[config.mk]
export PLATFORM = sky130hd
export DESIGN_NAME = modular_addsub_seq_flat
export DESIGN_NICKNAME = d
export VERILOG_FILES = /design/src/rtl/modular_addsub_seq_if.sv /design/src/rtl/modular_addsub_seq.sv /design/src/flat_wrapper.sv
export SDC_FILE = /design/constraint.sdc
export NUM_CORES = 2
export LEC_CHECK = 0
export BUFFER_PORTS_ARGS = -buffer_cell sky130_fd_sc_hd__buf_2
export CAP_MARGIN = 30
export CORE_AREA = 5 5 396 398
export CTS_CLUSTER_SIZE = 16
export DETAILED_ROUTE_END_ITERATION = 7
export DIE_AREA = 0 0 401 403
export HOLD_SLACK_MARGIN = 0.02
export PLACE_DENSITY = 0.71
export SLEW_MARGIN = 20
export SYNTH_ARGS = -nofsm -noshare
export SYNTH_HDL_FRONTEND = slang
export SYNTH_SLANG_ARGS = --single-unit
export TNS_END_PERCENT = 5
[constraint.sdc]
create_clock -name clk -period 58.3 [get_ports clk]
set_input_delay 2.915 -clock clk [delete_from_list [all_inputs] [get_ports clk]]
set_output_delay 2.915 -clock clk [all_outputs]
set_load 0.01 [all_outputs]
[src/rtl/modular_addsub_seq_if.sv]
// ============================================================================
// Module      : modular_addsub_seq_if
// Description : Request/result bundle for the limb-serial modular add/sub unit.
// Revision    : 1.0 - initial release
// ============================================================================
`default_nettype none

interface modular_addsub_seq_if #(
   parameter int WIDTH = 256
);
   logic             start;
   logic             mode;
   logic [WIDTH-1:0] A;
   logic [WIDTH-1:0] B;
   logic [WIDTH-1:0] P;
   logic             busy;
   logic             done_add;
   logic             err;
   logic [WIDTH-1:0] R;

   modport master (
      output start, mode, A, B, P,
      input  busy, done_add, err, R
   );

   modport slave (
      input  start, mode, A, B, P,
      output busy, done_add, err, R
   );
endinterface

`default_nettype wire

[src/rtl/modular_addsub_seq.sv]
// ============================================================================
// Module      : modular_addsub_seq
// Description : Limb-serial modular add/subtract: two chained passes, then select.
// Revision    : 1.0 - initial release
// ============================================================================
`default_nettype none

module modular_addsub_seq #(
   parameter int WIDTH = 256,
   parameter int LIMB  = 64
) (
   input  wire logic           clk,
   input  wire logic           rst,
   modular_addsub_seq_if.slave bus
);
   localparam int c_n  = WIDTH / LIMB;
   localparam int c_cw = (c_n > 1) ? $clog2(c_n) : 1;
   localparam logic [c_cw-1:0] c_last = c_cw'(c_n - 1);

   typedef enum logic [1:0] {
      IDLE  = 2'd0,
      PASS1 = 2'd1,
      PASS2 = 2'd2,
      FIN   = 2'd3
   } state_t;

   state_t           r_state;
   logic [WIDTH-1:0] r_a, r_b, r_p, r_t, r_d, r_r;
   logic             r_mode, r_pz, r_c, r_c1;
   logic [c_cw-1:0]  r_cnt;
   logic             r_busy, r_done, r_err;

   logic [31:0]      w_base;
   logic [LIMB-1:0]  w_op_x, w_op_y;
   logic [LIMB:0]    w_sum;
   logic             w_take_d;

   assign w_base = 32'(r_cnt) * 32'(LIMB);

   // One shared limb adder: subtraction is x + ~y with carry-in 1, so the
   // carry-out is the inverted borrow.
   always_comb begin
      w_op_x = r_t[w_base +: LIMB];
      w_op_y = r_mode ? r_p[w_base +: LIMB] : ~r_p[w_base +: LIMB];
      if (r_state == PASS1) begin
         w_op_x = r_a[w_base +: LIMB];
         w_op_y = r_mode ? ~r_b[w_base +: LIMB] : r_b[w_base +: LIMB];
      end
   end

   assign w_sum    = {1'b0, w_op_x} + {1'b0, w_op_y} + {{LIMB{1'b0}}, r_c};
   assign w_take_d = r_mode ? r_c1 : (r_c1 | r_c);

   always_ff @(posedge clk or posedge rst) begin
      if (rst) begin
         r_state <= IDLE;
         r_a     <= '0;
         r_b     <= '0;
         r_p     <= '0;
         r_t     <= '0;
         r_d     <= '0;
         r_r     <= '0;
         r_mode  <= 1'b0;
         r_pz    <= 1'b0;
         r_c     <= 1'b0;
         r_c1    <= 1'b0;
         r_cnt   <= '0;
         r_busy  <= 1'b0;
         r_done  <= 1'b0;
         r_err   <= 1'b0;
      end else begin
         r_done <= 1'b0;
         case (r_state)
            IDLE: begin
               if (bus.start) begin
                  r_a     <= bus.A;
                  r_b     <= bus.B;
                  r_p     <= bus.P;
                  r_mode  <= bus.mode;
                  r_pz    <= (bus.P == '0);
                  r_c     <= bus.mode;
                  r_c1    <= 1'b0;
                  r_cnt   <= '0;
                  r_err   <= 1'b0;
                  r_busy  <= 1'b1;
                  r_state <= PASS1;
               end
            end
            PASS1: begin
               r_t[w_base +: LIMB] <= w_sum[LIMB-1:0];
               if (r_cnt == c_last) begin
                  // c1 is carry-out for add, borrow for subtract
                  r_c1    <= w_sum[LIMB] ^ r_mode;
                  r_c     <= ~r_mode;
                  r_cnt   <= '0;
                  r_state <= PASS2;
               end else begin
                  r_c     <= w_sum[LIMB];
                  r_cnt   <= r_cnt + 1'b1;
               end
            end
            PASS2: begin
               r_d[w_base +: LIMB] <= w_sum[LIMB-1:0];
               r_c                 <= w_sum[LIMB];
               if (r_cnt == c_last) begin
                  r_cnt   <= '0;
                  r_state <= FIN;
               end else begin
                  r_cnt   <= r_cnt + 1'b1;
               end
            end
            FIN: begin
               if (r_pz) begin
                  r_r   <= '0;
                  r_err <= 1'b1;
               end else begin
                  r_r   <= w_take_d ? r_d : r_t;
               end
               r_done  <= 1'b1;
               r_busy  <= 1'b0;
               r_state <= IDLE;
            end
            default: r_state <= IDLE;
         endcase
      end
   end

   assign bus.busy     = r_busy;
   assign bus.done_add = r_done;
   assign bus.err      = r_err;
   assign bus.R        = r_r;

endmodule

`default_nettype wire

[src/flat_wrapper.sv]
// flat-port wrapper written by rule: the top's interface ports become plain ports
module modular_addsub_seq_flat 
#(
   parameter int WIDTH = 256,
   parameter int LIMB  = 64
)
  (clk, rst, bus_start, bus_mode, bus_A, bus_B, bus_P, bus_busy, bus_done_add, bus_err, bus_R);
  modular_addsub_seq_if #(.WIDTH(WIDTH)) bus_i ();
  input  wire logic clk;
  input  wire logic rst;
  input wire logic [$bits(bus_i.start)-1:0] bus_start;
  input wire logic [$bits(bus_i.mode)-1:0] bus_mode;
  input wire logic [$bits(bus_i.A)-1:0] bus_A;
  input wire logic [$bits(bus_i.B)-1:0] bus_B;
  input wire logic [$bits(bus_i.P)-1:0] bus_P;
  output wire logic [$bits(bus_i.busy)-1:0] bus_busy;
  output wire logic [$bits(bus_i.done_add)-1:0] bus_done_add;
  output wire logic [$bits(bus_i.err)-1:0] bus_err;
  output wire logic [$bits(bus_i.R)-1:0] bus_R;
  assign bus_i.start = bus_start;
  assign bus_i.mode = bus_mode;
  assign bus_i.A = bus_A;
  assign bus_i.B = bus_B;
  assign bus_i.P = bus_P;
  assign bus_busy = bus_i.busy;
  assign bus_done_add = bus_i.done_add;
  assign bus_err = bus_i.err;
  assign bus_R = bus_i.R;
  modular_addsub_seq #(.WIDTH(WIDTH), .LIMB(LIMB)) u_core (.clk(clk), .rst(rst), .bus(bus_i));
endmodule
Word level (Yosys, flattened, before mapping) --
Index checks and enable logic that the tools add are counted.
Operators by class: $mul 0, div/mod/pow operators 0, $add $sub $neg 4, multiplexer cells 27, bitwise logic cells 5, equality and inequality tests 8, shift-type cells 6, reduce and logical (&&, ||, !) cells 14, order comparisons 0
Operators with widths (count):
- variable part select 256 x 9 -> 64 bit | 4
- bitwise mux 256 bit | 2
- two-way mux 256 bit | 2
- zero test 256 bit | 1
- two-way mux 64 bit | 4
- variable shift 64 x 34 -> 256 bit (first input constant) | 1
- variable part select 64 x 34 -> 256 bit | 1
- NOT 64 bit | 2
- adder 64 x 64 -> 65 bit | 1
- adder 65 x 1 -> 65 bit | 1
- negator 8 -> 34 bit | 1
- two-way mux 2 bit | 5
- AND reduction 3 bit | 3
- two-way mux 1 bit | 8
- case mux 2 bit (4 select lines) | 1
- AND reduction 2 bit | 4
- == test 2 bit (second input constant) | 3
- case mux 1 bit (2 select lines) | 3
- nonzero test 2 bit | 3
- inequality test 2 x 1 -> 1 bit (second input constant) | 2
- inequality test 2 bit (second input constant) | 2
- case mux 2 bit (2 select lines) | 1
- case mux 1 bit (3 select lines) | 1
- nonzero test 3 bit | 1
- 7 further kinds | 7
Word-level totals: input bits 772, memories kept 0, memory bits (writable) 0, logic and storage cells 79, ROM bits 0, output and inout port bits 259, register bits 1547, latch bits 0

Longest topological paths before layout --
depth after elaboration 9, depth in mapped cells 21, mapped depth without buffers 18

Worst setup path after synthesis --
OpenSTA, ideal clock, no wires.
path type register to register, from register u_core.r_cnt[0], to register u_core.r_c, data required time 58.169 ns, library setup time 0.131 ns, clock period less this slack 5.268 ns, data arrival time 5.137 ns, cell stages (with the launch flop) 19, path slack 53.032 ns, cell sequence dfrtp_1 clkbuf_1 buf_2 clkbuf_1 buf_1 mux4_2 mux2i_1 fa_1 inv_1 fa_1 a21o_1 a221o_1 a21oi_1 o211ai_2 a211oi_2 o2111ai_1 a31oi_1 a2111oi_0 or3_1
On the way: word-level cells in the longest chain between the ends 8, elaborated cells on any way between the ends 15, those cells by class add/sub (2); eq/ne (1); shift (4); mux (6); bitwise (2)
RTL lines:
- start, declared | RTL line modular_addsub_seq.sv:30 | logic [c_cw-1:0] r_cnt;
- start signal, assigned | RTL line modular_addsub_seq.sv:99 | r_cnt <= r_cnt + 1'b1;
- start signal, assigned | RTL line modular_addsub_seq.sv:109 | r_cnt <= r_cnt + 1'b1;
- variable part select 256 x 9 -> 64 bit (on tied branches) | RTL line modular_addsub_seq.sv:44, modular_addsub_seq.sv:47
- NOT 64 bit (on tied branches) | RTL line modular_addsub_seq.sv:44, modular_addsub_seq.sv:47
- two-way mux 64 bit (on tied branches) | RTL line modular_addsub_seq.sv:44, modular_addsub_seq.sv:47
- two-way mux 64 bit | RTL line modular_addsub_seq.sv:45 | if (r_state == PASS1) begin
- adder 64 x 64 -> 65 bit | RTL line modular_addsub_seq.sv:51 | assign w_sum = {1'b0, w_op_x} + {1'b0, w_op_y} + {{LIMB{1'b0}}, r_c};
- adder 65 x 1 -> 65 bit | RTL line modular_addsub_seq.sv:51
- two-way mux 1 bit | RTL line modular_addsub_seq.sv:91 | if (r_cnt == c_last) begin
- case mux 1 bit (3 select lines) * | RTL line modular_addsub_seq.sv:73 | case (r_state)
- end signal, assigned | RTL line modular_addsub_seq.sv:81 | r_c <= bus.mode;
- end signal, assigned | RTL line modular_addsub_seq.sv:94 | r_c <= ~r_mode;
- end signal, assigned | RTL line modular_addsub_seq.sv:98 | r_c <= w_sum[LIMB];
- end, declared | RTL line modular_addsub_seq.sv:29 | logic r_mode, r_pz, r_c, r_c1;
Every way passes the cells marked *; elsewhere a longest branch is shown, timed or not. A chain may end at the register's enable or synchronous reset.

Worst setup path after layout --
from register u_core.r_cnt[0], to register u_core.r_t[184]
On the way: word-level cells in the longest chain between the ends 8, elaborated cells on any way between the ends 16, those cells by class add/sub (3); shift (6); mux (5); bitwise (2)
RTL lines:
- variable part select 256 x 9 -> 64 bit (on tied branches) | RTL line modular_addsub_seq.sv:44, modular_addsub_seq.sv:47
- NOT 64 bit (on tied branches) | RTL line modular_addsub_seq.sv:44, modular_addsub_seq.sv:47
- two-way mux 64 bit (on tied branches) | RTL line modular_addsub_seq.sv:44, modular_addsub_seq.sv:47
- two-way mux 64 bit | RTL line modular_addsub_seq.sv:45
- adder 64 x 64 -> 65 bit | RTL line modular_addsub_seq.sv:51
- adder 65 x 1 -> 65 bit | RTL line modular_addsub_seq.sv:51
- variable part select 64 x 34 -> 256 bit | RTL line modular_addsub_seq.sv:90 | r_t[w_base +: LIMB] <= w_sum[LIMB-1:0];
- bitwise mux 256 bit * | RTL line modular_addsub_seq.sv:90
- end signal, assigned by index | RTL line modular_addsub_seq.sv:90
- end, declared | RTL line modular_addsub_seq.sv:28 | logic [WIDTH-1:0] r_a, r_b, r_p, r_t, r_d, r_r;
Marks and branches as above.

==> impl_metrics.py <==
metrics = {
    "yosys": {
        "synth_nets": 7952,
        "synth_top_area_cell": "dfrtp_1",
        "netlist_instances": 7106,
        "synth_edf_count": 0,
        "ys_seq_area_share_pct": 54.1,
        "synth_top_area_share_pct": 54.1,
        "async_reset_ff_share_pct": 100,
        "synth-seq-cells": 1547,
        "syn_area_um2": 71600,
        "synth_warnings": 0,
        "synth_cell_types": 74,
        "yosys-top-cells-area": "dfrtp_1 54%, nand2_1 16%, mux4_2 8.0%",
        "synth.avg_cell_area_um2": 10.1,
        "synth_flop_cell": "dfrtp_1",
    },
    "timing": {
        "setup_viol": 0,
        "fin_skew_ns": 0.0496,
        "fmaxAchievable_mhz": 135,
        "period_minus_slack_ns": 7.43,
        "tns_ns": 0,
        "worst_slack_ns": 50.87,
        "rsz0062_at_grt": "false",
        "fin_crit_sh_pct": 12.7,
        "worst_slew_pin_slew_ns": 1.28,
        "relSlewSlack_pct": 14.8,
        "report.final.slew_viol_count": 0,
        "hold_viol": 0,
        "holdWs_ns": 0.472,
    },
    "floorplanning": {
        "start_util_pct": 46.8,
        "core_um2": 153000,
        "ioPinCount": 1031,
        "die_y_um": 403,
        "dieArea_um2": 162000,
        "fp.dieW_um": 401,
        "rows": 144,
    },
    "clock_network": {
        "ctsHtreeMaxLevel": 4,
        "cts_tree": "yes",
        "post_cts_resized": 0,
        "cts_made_buffers": 164,
        "clkLatencyLatePin_ns": 0.80,
        "post_cts_buffers": 0,
        "postCtsHoldBufs": 0,
        "path_clk_slew_ns": 0.06,
        "clkSinkCount": 1547,
        "cts_max_path_buffers": 3,
        "cts-root-buf": "clkbuf_16",
    },
    "hold_path": {
        "hold_end": "u_core.r_p[106]",
        "hold_class": "flip-flop to flip-flop",
        "worstHoldStart": "u_core.r_p[106]",
        "whs_path_depth": 2,
    },
    "final_layout": {
        "fin_util_pct": 55.3,
        "nets": 8765,
        "syn2layout_area_growth_pct": 18.1,
        "register_area_um2": 38700,
        "multi_input_area_um2": 31100,
        "nFillCells": 13400,
        "instances_no_fill": 10100,
        "drive_gt1_share_pct": 21.5,
    },
    "place": {
        "place.gp.congestion": 0.973,
        "dp_hpwl_mm": 210,
        "dpl_worst_slack_ns": 50.85,
        "dp_cells": 9777,
        "port_buffers": 1030,
    },
    "critical_path": {
        "path_max_fanout": 36,
        "crit_required_ns": 59.02,
        "r2r-start": "u_core.r_cnt[0]",
        "path_class": "flip-flop to flip-flop",
        "r2r.worst_path.cells": 16,
        "reg2reg_setup_slack_ns": 50.87,
        "reg2reg_to": "u_core.r_t[184]",
        "slowest_stage": "buf_4",
        "critPathMostFrequentCell": "buf_4",
        "cp-end-kind": "flip-flop",
        "cp.arrival_ns": 8.15,
        "critPathMaxStageDelay_ns": 0.76,
        "worst_setup_path_start_kind": "flip-flop",
        "cp_cell_sequence": "buf_4, buf_4, buf_4, mux4_2, nand2_1, nand2_1, ha_1, nand4_1, nor3_1, nand3_1, o211ai_2, a211oi_2, o31ai_1, a31oi_1, xnor2_1, a22o_1",
    },
    "power": {
        "vdd_drop_max_mv": 0.0526,
        "power_frac_comb_pct": 51.9,
        "pwr-share-seq_pct": 29.8,
        "leakagePower_nw": 42.9,
        "internal_power_mw": 3.15,
        "switchingPower_mw": 2.88,
        "power_density_nw_per_um2": 71.2,
        "p_sw_share_pct": 47.8,
        "clock_power_share_pct": 18.3,
    },
    "global_routing": {
        "grt_start_max_net_pins": 225,
        "overflow": 0,
        "grt.total_usage_pct": 34.5,
        "grt_pass1_vias": 59600,
        "antenna_found_initial": 48,
        "grt_pass1_wl_mm": 414,
    },
    "route": {
        "drtIter0Drc": 6889,
        "postRouteWirelength_mm": 286,
        "drc": 0,
        "wl_per_cell_um": 28.2,
        "drt_pass1_iterations": 6,
        "vias": 60600,
        "ant_nets": 0,
        "vias_per_cell": 5.98,
    },
    "outcome": {
        "status": "complete, no violations",
    },
    "job": {
        "drv_cap": 0,
    },
}
flip-flops by register name, indices dropped and copies added (netlist names):
name / flops
u_core.r_mode: 1
u_core.bus.R: 256
u_core.r_p: 256
u_core.bus.busy: 1
u_core.bus.done_add: 1
u_core.r_t: 256
u_core.r_state: 2
u_core.r_b: 256
u_core.r_c: 1
u_core.r_pz: 1
u_core.r_cnt: 2
u_core.r_a: 256
u_core.r_c1: 1
u_core.bus.err: 1
u_core.r_d: 256
through the flow:
| step | power, mW | instance area (µm²) |
|---|---|---|
| after CTS | 5.92 | 84300 |
| after global routing | 6.32 | 84600 |
| after global placement | 4.73 | 78400 |
| after floorplan | 3.65 | 71600 |
| after detailed placement | 4.80 | 78600 |
| final | 6.02 | 84600 |
area by class of cell:
| class | count | share of cell area, % |
|---|---|---|
| clock inverters | 76 | 1.17 |
| diodes | 22 | 0.0651 |
| well taps | 2044 | 3.02 |
| flip-flops and latches | 1547 | 45.8 |
| inverters | 21 | 0.114 |
| clock buffers | 225 | 5.55 |
| multi-input cells | 5039 | 36.8 |
| repair buffers | 1146 | 7.51 |
routing by layer:
metal / vias to the layer above / wire (µm) / global-route usage [%]
li1: 26000 / - / -
met1: 30400 / 113000 / 47.3
met2: 3512 / 127000 / 51.6
met3: 585 / 29100 / 8.82
met4: 16 / 16400 / 16.8
met5: - / 103 / 0
power by group through the flow:
stage | clock [mW] | combinational, mW | sequential [mW]
floorplan | 0 | 1.95 | 1.70
global placement | 0 | 2.95 | 1.78
detailed placement | 0 | 3.01 | 1.79
CTS | 1.11 | 3.02 | 1.78
global route | 1.16 | 3.33 | 1.83
finish | 1.10 | 3.13 | 1.79
logic make-up after synthesis:
family	Yosys count	share of synthesized area, %
AND/OR/NAND/NOR	3252	17.7
multiplexers	515	11.7
XOR/XNOR	124	1.55
adder cells (fa/ha/maj)	74	1.31
flip-flops	1547	54.1
AO/OA/AOI/OAI	1074	11.0
buffers and inverters	520	2.76
cells in the mapped netlist (all sizes together), types with 25 or more instances:
library cell	instances
nand2	3008
dfrtp	1547
clkbuf	412
o21ai	275
mux2i	258
o2bb2ai	257
mux4	256
a22o	200
o31ai	149
xnor2	107
buf	87
a21oi	83
ha	72
nor4	71
nor2	52
nand4	35
a21o	33
nand3	25
how the worst max path moves through the flow:
stage               startpoint         endpoint  slack, ns  cells after the start
2_1_floorplan              rst  u_core.bus.R[0]      11.74                      1
3_5_place_dp   u_core.r_cnt[0]  u_core.r_t[184]      50.85                     16
4_1_cts        u_core.r_cnt[0]  u_core.r_t[184]      50.84                     16
5_1_grt        u_core.r_cnt[0]  u_core.r_d[120]      50.41                     16
6_report       u_core.r_cnt[0]  u_core.r_t[184]      50.87                     16
3_3_place_gp         bus_start  u_core.r_b[206]      50.85                      8
critical path: cells and delay by family, from the launching register on:
| kind | cells | cell delay [ns] |
|---|---|---|
| mux | 1 | 0.61 |
| fa+ha+maj | 1 | 0.46 |
| flops | 1 | 0.75 |
| compound gates | 5 | 1.72 |
| buf+inv | 3 | 2.06 |
| simple gates | 5 | 0.88 |
| xor+xnor | 1 | 0.73 |
placed cells by master (no fill, tap or decap), drive strengths merged, types with 83 or more instances in the layout:
master   instances
nand2         3008
dfrtp         1547
buf           1142
o21ai          275
mux2i          258
o2bb2ai        257
mux4           256
clkbuf         229
a22o           200
o31ai          149
xnor2          107
a21oi           83
(Power assumes the default switching activity.)
